**src/rtl/link_ddr_downstream_unpack_if.sv**
```systemverilog
// Sample-side and core-side signals of the DDR downstream unpacker.
// The io side pushes samples in; the core side drains words and gets token/overflow status.
interface link_ddr_downstream_unpack_if #(
    parameter int unsigned channel_width_p = 16
);
    logic                           io_valid_i;
    logic [channel_width_p-1:0]     io_data_i;
    logic                           core_valid_o;
    logic [2*channel_width_p-1:0]   core_data_o;
    logic                           core_yumi_i;
    logic                           token_o;
    logic                           overflow_o;

    // Sender / consumer side
    modport master (
        output io_valid_i,
        output io_data_i,
        output core_yumi_i,
        input  core_valid_o,
        input  core_data_o,
        input  token_o,
        input  overflow_o
    );

    // Unpacker side
    modport slave (
        input  io_valid_i,
        input  io_data_i,
        input  core_yumi_i,
        output core_valid_o,
        output core_data_o,
        output token_o,
        output overflow_o
    );
endinterface

```
**src/rtl/link_ddr_downstream_unpack.sv**
```systemverilog
// Packs pairs of received io samples into double-width words, buffers them in a
// small FIFO for the core, and returns decimated credits to the sender as token toggles.
module link_ddr_downstream_unpack #(
    parameter int unsigned channel_width_p                 = 16,
    parameter int unsigned fifo_els_p                      = 8,
    parameter int unsigned lg_credit_to_token_decimation_p = 2
) (
    input  logic                          io_clk_i,
    input  logic                          io_link_reset_ni,
    link_ddr_downstream_unpack_if.slave   link_if
);

    localparam int unsigned word_w = 2 * channel_width_p;
    localparam int unsigned ptr_w  = $clog2(fifo_els_p);
    localparam int unsigned cnt_w  = ptr_w + 1;
    localparam int unsigned tok_w  = (lg_credit_to_token_decimation_p == 0) ? 1
                                     : lg_credit_to_token_decimation_p;
    localparam bit          tok_every_pop = (lg_credit_to_token_decimation_p == 0);

    localparam logic [cnt_w-1:0] cnt_full = cnt_w'(fifo_els_p);

    // Packing phase: which half the next valid sample fills
    localparam logic [0:0] phase_low  = 1'b0;
    localparam logic [0:0] phase_high = 1'b1;

    if ((fifo_els_p < 2) || ((fifo_els_p & (fifo_els_p - 1)) != 0)) begin : g_bad_depth
        $error("fifo_els_p must be a power of 2 and at least 2");
    end

    logic [0:0]                 phase_r,    phase_n;
    logic [channel_width_p-1:0] low_r,      low_n;
    logic [ptr_w-1:0]           wr_ptr_r,   wr_ptr_n;
    logic [ptr_w-1:0]           rd_ptr_r,   rd_ptr_n;
    logic [cnt_w-1:0]           count_r,    count_n;
    logic [tok_w-1:0]           tok_cnt_r,  tok_cnt_n;
    logic                       token_r,    token_n;
    logic                       overflow_r, overflow_n;

    logic                       word_we;
    logic                       pop_ok;
    logic                       tok_wrap;

    logic [word_w-1:0]          mem_r [fifo_els_p];

    // Next-state: packing phase, FIFO bookkeeping, credit tokens, overflow
    always_comb begin
        phase_n    = phase_r;
        low_n      = low_r;
        wr_ptr_n   = wr_ptr_r;
        rd_ptr_n   = rd_ptr_r;
        count_n    = count_r;
        tok_cnt_n  = tok_cnt_r;
        token_n    = token_r;
        overflow_n = overflow_r;
        word_we    = 1'b0;
        pop_ok     = link_if.core_yumi_i && (count_r != '0);
        tok_wrap   = tok_every_pop || (tok_cnt_r == '1);

        case (phase_r)
            phase_low: begin
                if (link_if.io_valid_i) begin
                    low_n   = link_if.io_data_i;
                    phase_n = phase_high;
                end
            end
            phase_high: begin
                if (link_if.io_valid_i) begin
                    phase_n = phase_low;
                    // A same-cycle pop frees the slot, so a full FIFO still accepts
                    if ((count_r != cnt_full) || pop_ok) begin
                        word_we = 1'b1;
                    end else begin
                        overflow_n = 1'b1;
                    end
                end
            end
            default: phase_n = phase_low;
        endcase

        if (word_we) begin
            wr_ptr_n = wr_ptr_r + ptr_w'(1);
        end

        if (pop_ok) begin
            rd_ptr_n  = rd_ptr_r + ptr_w'(1);
            tok_cnt_n = tok_cnt_r + tok_w'(1);
            if (tok_wrap) begin
                token_n = ~token_r;
            end
        end

        count_n = count_r + cnt_w'(word_we) - cnt_w'(pop_ok);
    end

    // State registers
    always_ff @(posedge io_clk_i or negedge io_link_reset_ni) begin
        if (!io_link_reset_ni) begin
            phase_r    <= phase_low;
            low_r      <= '0;
            wr_ptr_r   <= '0;
            rd_ptr_r   <= '0;
            count_r    <= '0;
            tok_cnt_r  <= '0;
            token_r    <= 1'b0;
            overflow_r <= 1'b0;
        end else begin
            phase_r    <= phase_n;
            low_r      <= low_n;
            wr_ptr_r   <= wr_ptr_n;
            rd_ptr_r   <= rd_ptr_n;
            count_r    <= count_n;
            tok_cnt_r  <= tok_cnt_n;
            token_r    <= token_n;
            overflow_r <= overflow_n;
        end
    end

    // Word storage needs no reset; the head is masked while empty
    always_ff @(posedge io_clk_i) begin
        if (word_we) begin
            mem_r[wr_ptr_r] <= {link_if.io_data_i, low_r};
        end
    end

    assign link_if.core_valid_o = (count_r != '0);
    assign link_if.core_data_o  = (count_r != '0) ? mem_r[rd_ptr_r] : '0;
    assign link_if.token_o      = token_r;
    assign link_if.overflow_o   = overflow_r;

endmodule

```
**src/flat_wrapper.sv**
```systemverilog
// flat-port wrapper written by rule: the top's interface ports become plain ports
module link_ddr_downstream_unpack_flat 
#(
    parameter int unsigned channel_width_p                 = 16,
    parameter int unsigned fifo_els_p                      = 8,
    parameter int unsigned lg_credit_to_token_decimation_p = 2
)
  (io_clk_i, io_link_reset_ni, link_if_io_valid_i, link_if_io_data_i, link_if_core_yumi_i, link_if_core_valid_o, link_if_core_data_o, link_if_token_o, link_if_overflow_o);
  link_ddr_downstream_unpack_if #(.channel_width_p(channel_width_p)) link_if_i ();
  input  logic io_clk_i;
  input  logic io_link_reset_ni;
  input wire logic [$bits(link_if_i.io_valid_i)-1:0] link_if_io_valid_i;
  input wire logic [$bits(link_if_i.io_data_i)-1:0] link_if_io_data_i;
  input wire logic [$bits(link_if_i.core_yumi_i)-1:0] link_if_core_yumi_i;
  output wire logic [$bits(link_if_i.core_valid_o)-1:0] link_if_core_valid_o;
  output wire logic [$bits(link_if_i.core_data_o)-1:0] link_if_core_data_o;
  output wire logic [$bits(link_if_i.token_o)-1:0] link_if_token_o;
  output wire logic [$bits(link_if_i.overflow_o)-1:0] link_if_overflow_o;
  assign link_if_i.io_valid_i = link_if_io_valid_i;
  assign link_if_i.io_data_i = link_if_io_data_i;
  assign link_if_i.core_yumi_i = link_if_core_yumi_i;
  assign link_if_core_valid_o = link_if_i.core_valid_o;
  assign link_if_core_data_o = link_if_i.core_data_o;
  assign link_if_token_o = link_if_i.token_o;
  assign link_if_overflow_o = link_if_i.overflow_o;
  link_ddr_downstream_unpack #(.channel_width_p(channel_width_p), .fifo_els_p(fifo_els_p), .lg_credit_to_token_decimation_p(lg_credit_to_token_decimation_p)) u_core (.io_clk_i(io_clk_i), .io_link_reset_ni(io_link_reset_ni), .link_if(link_if_i));
endmodule
```
**config.mk**
```make
export PLATFORM = sky130hd
export DESIGN_NAME = link_ddr_downstream_unpack_flat
export DESIGN_NICKNAME = d
export VERILOG_FILES = /design/src/rtl/link_ddr_downstream_unpack_if.sv /design/src/rtl/link_ddr_downstream_unpack.sv /design/src/flat_wrapper.sv
export SDC_FILE = /design/constraint.sdc
export NUM_CORES = 1
export LEC_CHECK = 0
export ABC_CLOCK_PERIOD_IN_PS = 14100
export BUFFER_PORTS_ARGS = -buffer_cell sky130_fd_sc_hd__buf_2
export CAP_MARGIN = 25
export CORE_ASPECT_RATIO = 1.4
export CORE_MARGIN = 2
export CORE_UTILIZATION = 61
export CTS_CLUSTER_DIAMETER = 60
export CTS_CLUSTER_SIZE = 16
export DETAILED_ROUTE_END_ITERATION = 10
export PLACE_DENSITY = 0.89
export SETUP_SLACK_MARGIN = 0.4
export SLEW_MARGIN = 20
export SYNTH_ARGS = -nofsm -noshare
export SYNTH_HDL_FRONTEND = slang
export SYNTH_SLANG_ARGS = --single-unit
```
**constraint.sdc**
```tcl
create_clock -name io_clk_i -period 14.1 [get_ports io_clk_i]
set_input_delay 1.41 -clock io_clk_i [delete_from_list [all_inputs] [get_ports io_clk_i]]
set_output_delay 1.41 -clock io_clk_i [all_outputs]
set_load 0.005 [all_outputs]
```
==> flow_metrics.env, run 1 <==
export IMPL_multi_input_area_mm2=0.00236
export IMPL_start_util_pct=61.6
export IMPL_final_util_pct=67.8
export IMPL_cts_resized=0
export IMPL_hold_path_class="reg2reg"
export IMPL_synth_area_mm2=0.0110
export IMPL_met2_usage_pct=41.1
export IMPL_fin_skew_ns=0.0103
export IMPL_synth_async_reset_ratio_pct=10.8
export IMPL_synthCells=480
export IMPL_cts_tree="built"
export IMPL_ys_warn_count=0
export IMPL_hold_end="u_core.link_if.overflow_o"
export IMPL_cts_sinks=287
export IMPL_hold_violations=0
export IMPL_p_sw_share_pct=29.5
export IMPL_synth_nets=511
export IMPL_htreeDepth=1
export IMPL_die_w_um=117
export IMPL_grt_antenna_before_repair=0
export IMPL_gp_congestion=0.723
export IMPL_first_global_vias=5655
export IMPL_power_leakage_nw=4.11
export IMPL_grtUsageMet1_pct=30.3
export IMPL_power_frac_clock_pct=21.8
export IMPL_r2r_end="u_core.mem_r[2][20]"
export IMPL_path_class="reg2out"
export IMPL_synth_seq_cells=287
export IMPL_instances_no_fill=798
export IMPL_grt_usage_pct=23.4
export IMPL_clk_latency_ns=0.51
export IMPL_synth_common_cells="edfxtp_1, mux4_2, dfrtp_1"
export IMPL_ys_top_cells_by_area="edfxtp_1, mux4_2, dfrtp_1"
export IMPL_dieHeight_um=163
export IMPL_ys_types=33
export IMPL_clkTransAtPathRegs_ns=0.07
export IMPL_internal_power_w=0.00176
export IMPL_rsz0062_at_grt="false"
export IMPL_cp_arrival_ns=3.08
export IMPL_yosysTopAreaCellShare_pct=69.9
export IMPL_globalRouteMet3Util_pct=3.54
export IMPL_seq_area_mm2=0.00847
export IMPL_worstPathMaxFanout=40
export IMPL_drt_iter0_drc=462
export IMPL_hold_depth=1
export IMPL_vias=5199
export IMPL_min_period_over_period_pct=31.8
export IMPL_syn_to_final_growth_pct=10.1
export IMPL_maxCapViolCount=0
export IMPL_drive_gt1_share_pct=32.0
export IMPL_yosys_area_top_type="edfxtp_1"
export IMPL_place_area_mm2=0.0115
export IMPL_power_frac_seq_pct=50.1
export IMPL_dp_hpwl_mm=12.4
export IMPL_powerDensity_mw_per_mm2=207
export IMPL_ios=55
export IMPL_comb_power_share_pct=28.1
export IMPL_endpoint_kind="output port"
export IMPL_routed_wl_mm=21.7
export IMPL_floorplan_rows=58
export IMPL_fin_nets=573
export IMPL_numCtsBuffers=21
export IMPL_fin_ws_ns=9.61
export IMPL_viasPerCell=6.52
export IMPL_gr_total_overflow=0
export IMPL_fin_crit_ns=4.49
export IMPL_grt_max_degree=41
export IMPL_dieArea_mm2=0.0191
export IMPL_synth_edf_count=256
export IMPL_timing_rr_start="u_core.count_r[2]"
export IMPL_fp_coreArea_mm2=0.0179
export IMPL_synth_ff_type="edfxtp_1"
export IMPL_fmax_mhz=223
export IMPL_fin_tns_setup_ns=0
export IMPL_syn_avg_cell_area_um2=22.9
export IMPL_required_ns=12.69
export IMPL_ff2ff_setup_slack_ns=11.43
export IMPL_cts_hold_buf=0
export IMPL_fillCellCount=1106
export IMPL_cts_path_max_buffers=3
export IMPL_drc=0
export IMPL_final_area_mm2=0.0121
export IMPL_busiest_layer="met2"
export IMPL_dp_cells=759
export IMPL_routedWlPerCell_um=27.1
export IMPL_grt_pass1_wl_mm=33.2
export IMPL_io_buffers=54
export IMPL_holdCritStartpoint="u_core.link_if.overflow_o"
export IMPL_max_slew_margin_rel_pct=31.7
export IMPL_slew_violations=0
export IMPL_ant_nets=0
export IMPL_yosysMostFrequentCell="edfxtp_1"
export IMPL_seq_area_frac_synth_pct=77.0
export IMPL_tightest_slew_ns=1.02
export IMPL_setup_viol=0
export IMPL_post_place_ws_ns=10.06
export IMPL_ir_drop_v=0.000155
export IMPL_clockRootBuffer="clkbuf_16"
export IMPL_r2r_cells=6
export IMPL_p_sw_w=0.000739
export IMPL_outcome="finished, final reports clean"
export IMPL_cts_setup_buffers=0
export IMPL_worst_setup_path_start_kind="flop"
export IMPL_drt_first_pass_iters=7
critical path, cell delays in order, from the launching register on:
cell	delay [ns]
dfrtp_4	0.77
buf_4	0.72
mux4_2	0.61
a22o_1	0.28
buf_2	0.14
power groups by stage:
stage | sequential [W] | combinational (W) | clock (W)
after floorplan | 0.00119 | 0.000541 | 0
after global placement | 0.00125 | 0.000686 | 0
after detailed placement | 0.00127 | 0.000713 | 0
after CTS | 0.00125 | 0.000715 | 0.000555
after global routing | 0.00127 | 0.000760 | 0.000581
final | 0.00125 | 0.000703 | 0.000545
area by class of cell:
cell class                 count  share of cell area [%]
antenna                        1                  0.0207
clock buffer                  37                    4.84
clock inverter                 1                  0.0723
inverter                       9                   0.279
multi-input combinational    158                    19.5
sequential                   287                    69.9
tap                          240                    2.48
timing repair buffer          65                    2.91
cells in the final DEF, fill, tap and decap left out, types with 2 or more instances in the layout:
| cell | count |
|---|---|
| clkbuf_16 | 21 |
| dfrtp_1 | 29 |
| ha_1 | 10 |
| xor2_1 | 4 |
| a22o_1 | 30 |
| a21oi_1 | 3 |
| nand3_1 | 3 |
| buf_4 | 11 |
| mux4_2 | 64 |
| buf_2 | 54 |
| clkbuf_1 | 16 |
| a22o_2 | 2 |
| nor4bb_4 | 2 |
| and4b_1 | 3 |
| nand2_1 | 2 |
| mux2_2 | 19 |
| inv_1 | 9 |
| xnor2_1 | 4 |
| edfxtp_1 | 256 |
worst max path at each step:
stage | slack (ns) | cells after the start | end | startpoint
finish | 9.61 | 4 | link_if_core_data_o[24] | u_core.rd_ptr_r[0]
global route | 9.38 | 4 | link_if_core_data_o[24] | u_core.rd_ptr_r[0]
CTS | 9.54 | 4 | link_if_core_data_o[24] | u_core.rd_ptr_r[0]
detailed placement | 10.06 | 4 | link_if_core_data_o[24] | u_core.rd_ptr_r[0]
global placement | 10.13 | 4 | link_if_core_data_o[11] | u_core.rd_ptr_r[0]
floorplan | 8.50 | 4 | u_core.mem_r[2][0] | link_if_core_yumi_i
stage by stage:
step	power [W]	hold slack, ns
after floorplan	0.00173	0.453
after global placement	0.00193	0.451
after detailed placement	0.00198	0.453
after CTS	0.00252	0.472
after global routing	0.00262	0.481
final	0.00250	0.465
state kept, by name, indices dropped and copies added (netlist names):
signal,flops
u_core.mem_r,256
u_core.low_r,16
u_core.count_r,4
u_core.rd_ptr_r,3
u_core.wr_ptr_r,3
u_core.tok_cnt_r,2
u_core.link_if.overflow_o,1
u_core.link_if.token_o,1
u_core.phase_r,1
routing by layer:
metal  vias up  part of all wire, %
li1       2122                    -
met1      2779                   38
met2       247                   53
met3        51                  6.8
met4         0                  2.6
met5         -                    0
cells by family (layout without fill, tap and decap cells):
kind of cell / count (synthesis) / count (layout) / synth area share, %
buffers and inverters: 35 / 112 / 1.89
flip-flops: 287 / 287 / 77.0
multiplexers: 83 / 83 / 15.1
AO/OA/AOI/OAI: 37 / 37 / 2.87
other: 0 / 1 / 0
AND/OR/NAND/NOR: 19 / 19 / 1.25
XOR/XNOR: 8 / 8 / 0.637
adder cells (fa/ha/maj): 11 / 11 / 1.32
(Power assumes the default switching activity.)
==> run 2: changes to the inputs <==
--- a/config.mk
+++ b/config.mk
@@ -5,16 +5,16 @@
 export SDC_FILE = /design/constraint.sdc
 export NUM_CORES = 1
 export LEC_CHECK = 0
-export ABC_CLOCK_PERIOD_IN_PS = 14100
+export ABC_CLOCK_PERIOD_IN_PS = 4500
 export BUFFER_PORTS_ARGS = -buffer_cell sky130_fd_sc_hd__buf_2
 export CAP_MARGIN = 25
 export CORE_ASPECT_RATIO = 1.4
 export CORE_MARGIN = 2
-export CORE_UTILIZATION = 61
+export CORE_UTILIZATION = 60
 export CTS_CLUSTER_DIAMETER = 60
 export CTS_CLUSTER_SIZE = 16
 export DETAILED_ROUTE_END_ITERATION = 10
-export PLACE_DENSITY = 0.89
+export PLACE_DENSITY = 0.88
 export SETUP_SLACK_MARGIN = 0.4
 export SLEW_MARGIN = 20
 export SYNTH_ARGS = -nofsm -noshare
==> constraint.sdc (replaced) <==
create_clock -name io_clk_i -period 4.5 [get_ports io_clk_i]
set_input_delay 0.45 -clock io_clk_i [delete_from_list [all_inputs] [get_ports io_clk_i]]
set_output_delay 0.45 -clock io_clk_i [all_outputs]
set_load 0.005 [all_outputs]
==> flow_metrics.env, run 2 (synthesis results as in run 1) <==
export IMPL_outcome="finished, final reports clean"
export IMPL_cts_sinks=287
export IMPL_endpoint_kind="output port"
export IMPL_max_stage_delay_ns=1.00
export IMPL_post_place_ws_ns=1.68
export IMPL_start_util_pct=61.1
export IMPL_clk_latency_ns=0.49
export IMPL_power_frac_seq_pct=50.8
export IMPL_total_power_w=0.00783
export IMPL_worst_setup_path_start_kind="flop"
export IMPL_ant_nets=0
export IMPL_p_sw_share_pct=29.3
export IMPL_io_buffers=54
export IMPL_cts_path_max_buffers=3
export IMPL_fin_ws_ns=1.24
export IMPL_dieArea_mm2=0.0194
export IMPL_hold_path_class="in2async"
export IMPL_rsz0062_at_grt="false"
export IMPL_grt_antenna_before_repair=0
export IMPL_ios=55
export IMPL_slowest_stage="dfrtp_4"
export IMPL_vias=5088
export IMPL_routedWlPerCell_um=26.7
export IMPL_drt_iter0_drc=519
export IMPL_grt_usage_pct=22.3
export IMPL_power_leakage_nw=4.11
export IMPL_cts_hold_buf=0
export IMPL_required_ns=4.05
export IMPL_cp_num_buf_inv=2
export IMPL_path_class="reg2out"
export IMPL_n_antenna_cell=0
export IMPL_fmax_mhz=307
export IMPL_floorplan_rows=58
export IMPL_hold_violations=0
export IMPL_largest_reg_flops=256
export IMPL_cpLargestDelayFamily="flip-flops"
export IMPL_fillCellCount=1125
export IMPL_clkTransAtPathRegs_ns=0.07
export IMPL_grt_max_degree=44
export IMPL_min_period_over_period_pct=72.4
export IMPL_fp_coreArea_mm2=0.0180
export IMPL_die_w_um=118
export IMPL_dieHeight_um=164
export IMPL_timing_rr_start="u_core.count_r[2]"
export IMPL_tightest_slew_ns=0.903
export IMPL_syn_to_final_growth_pct=10.2
export IMPL_cp_arrival_ns=2.81
export IMPL_grt_pass1_wl_mm=32.2
export IMPL_power_frac_clock_pct=21.6
export IMPL_worstPathMaxFanout=43
export IMPL_clockRootBuffer="clkbuf_16"
export IMPL_maxCapViolCount=0
export IMPL_powerDensity_mw_per_mm2=646
export IMPL_cts_setup_buffers=0
export IMPL_drc=0
export IMPL_viasPerCell=6.38
export IMPL_drt_first_pass_iters=5
export IMPL_top_regs="u_core.mem_r (256), u_core.low_r (16), u_core.count_r (4)"
export IMPL_final_common_cell="edfxtp_1"
export IMPL_fin_tns_setup_ns=0
export IMPL_fin_skew_ns=0.00388
export IMPL_numCtsBuffers=21
export IMPL_internal_power_w=0.00554
export IMPL_startpoint="u_core.rd_ptr_r[0]"
export IMPL_ir_drop_v=0.000474
export IMPL_gr_total_overflow=0
export IMPL_gp_congestion=0.746
export IMPL_drive_gt1_share_pct=32.0
export IMPL_first_global_vias=5558
export IMPL_p_sw_w=0.00229
export IMPL_max_slew_margin_rel_pct=39.8
export IMPL_slew_violations=0
export IMPL_cts_tree="built"
export IMPL_fin_crit_ns=3.26
export IMPL_setup_viol=0
export IMPL_routed_wl_mm=21.3
export IMPL_fin_nets=574
export IMPL_final_cell_mix="edfxtp_1, mux4_2, buf_2"
export IMPL_cts_resized=0
export IMPL_comb_power_share_pct=27.7
export IMPL_top_register="u_core.mem_r"
export IMPL_htreeDepth=1
export IMPL_dp_hpwl_mm=12.1
export IMPL_path_cells="buf_12 > mux4_2 > a22o_2 > buf_2"
-- run 2: path summary, 6_finish.rpt --
kind                            cells past startpoint                       to  slack, ns
worst max-delay path                                4  link_if_core_data_o[31]       1.24
worst min-delay path                                1   u_core.link_if.token_o       0.04
max in group asynchronous                           1       u_core.rd_ptr_r[0]       3.88
min in group io_clk_i                               1      u_core.mem_r[1][16]       0.26
worst max register to register                      6       u_core.mem_r[6][7]       1.68
worst min register to register                      1   u_core.link_if.token_o       0.47
-- run 2: power by group through the flow --
| stage | logic, W | clock network [W] | registers [W] |
|---|---|---|---|
| finish | 0.00217 | 0.00169 | 0.00397 |
| global placement | 0.00210 | 0 | 0.00397 |
| global route | 0.00233 | 0.00181 | 0.00403 |
| floorplan | 0.00170 | 0 | 0.00372 |
| detailed placement | 0.00218 | 0 | 0.00403 |
| CTS | 0.00220 | 0.00171 | 0.00398 |
-- run 2: through the flow --
stage	util, %	instance area [um^2]	cells	hold slack, ns
3_5_place_dp	64.1	11500	760	0.458
6_report	67.3	12100	797	0.0390
3_3_place_gp	64.1	11500	760	0.463
5_1_grt	67.3	12100	797	0.102
4_1_cts	67.3	12100	797	0.0544
2_1_floorplan	-	11000	480	0.154
-- run 2: per-layer routing --
metal	vias up	part of all wire (%)	track usage (%)
li1	2118	-	-
met1	2729	37	28.0
met2	209	55	41.3
met3	32	5.5	2.74
met4	0	1.8	6.17
met5	-	0	0
-- run 2: final cells by class --
type | instances | area [um^2] | area share, %
Inverter | 9 | 33.8 | 0.279
Timing Repair Buffer | 66 | 373 | 3.08
Sequential cell | 287 | 8470 | 69.9
Tap cell | 240 | 300 | 2.48
Multi-Input combinational cell | 158 | 2360 | 19.4
Clock buffer | 37 | 586 | 4.83
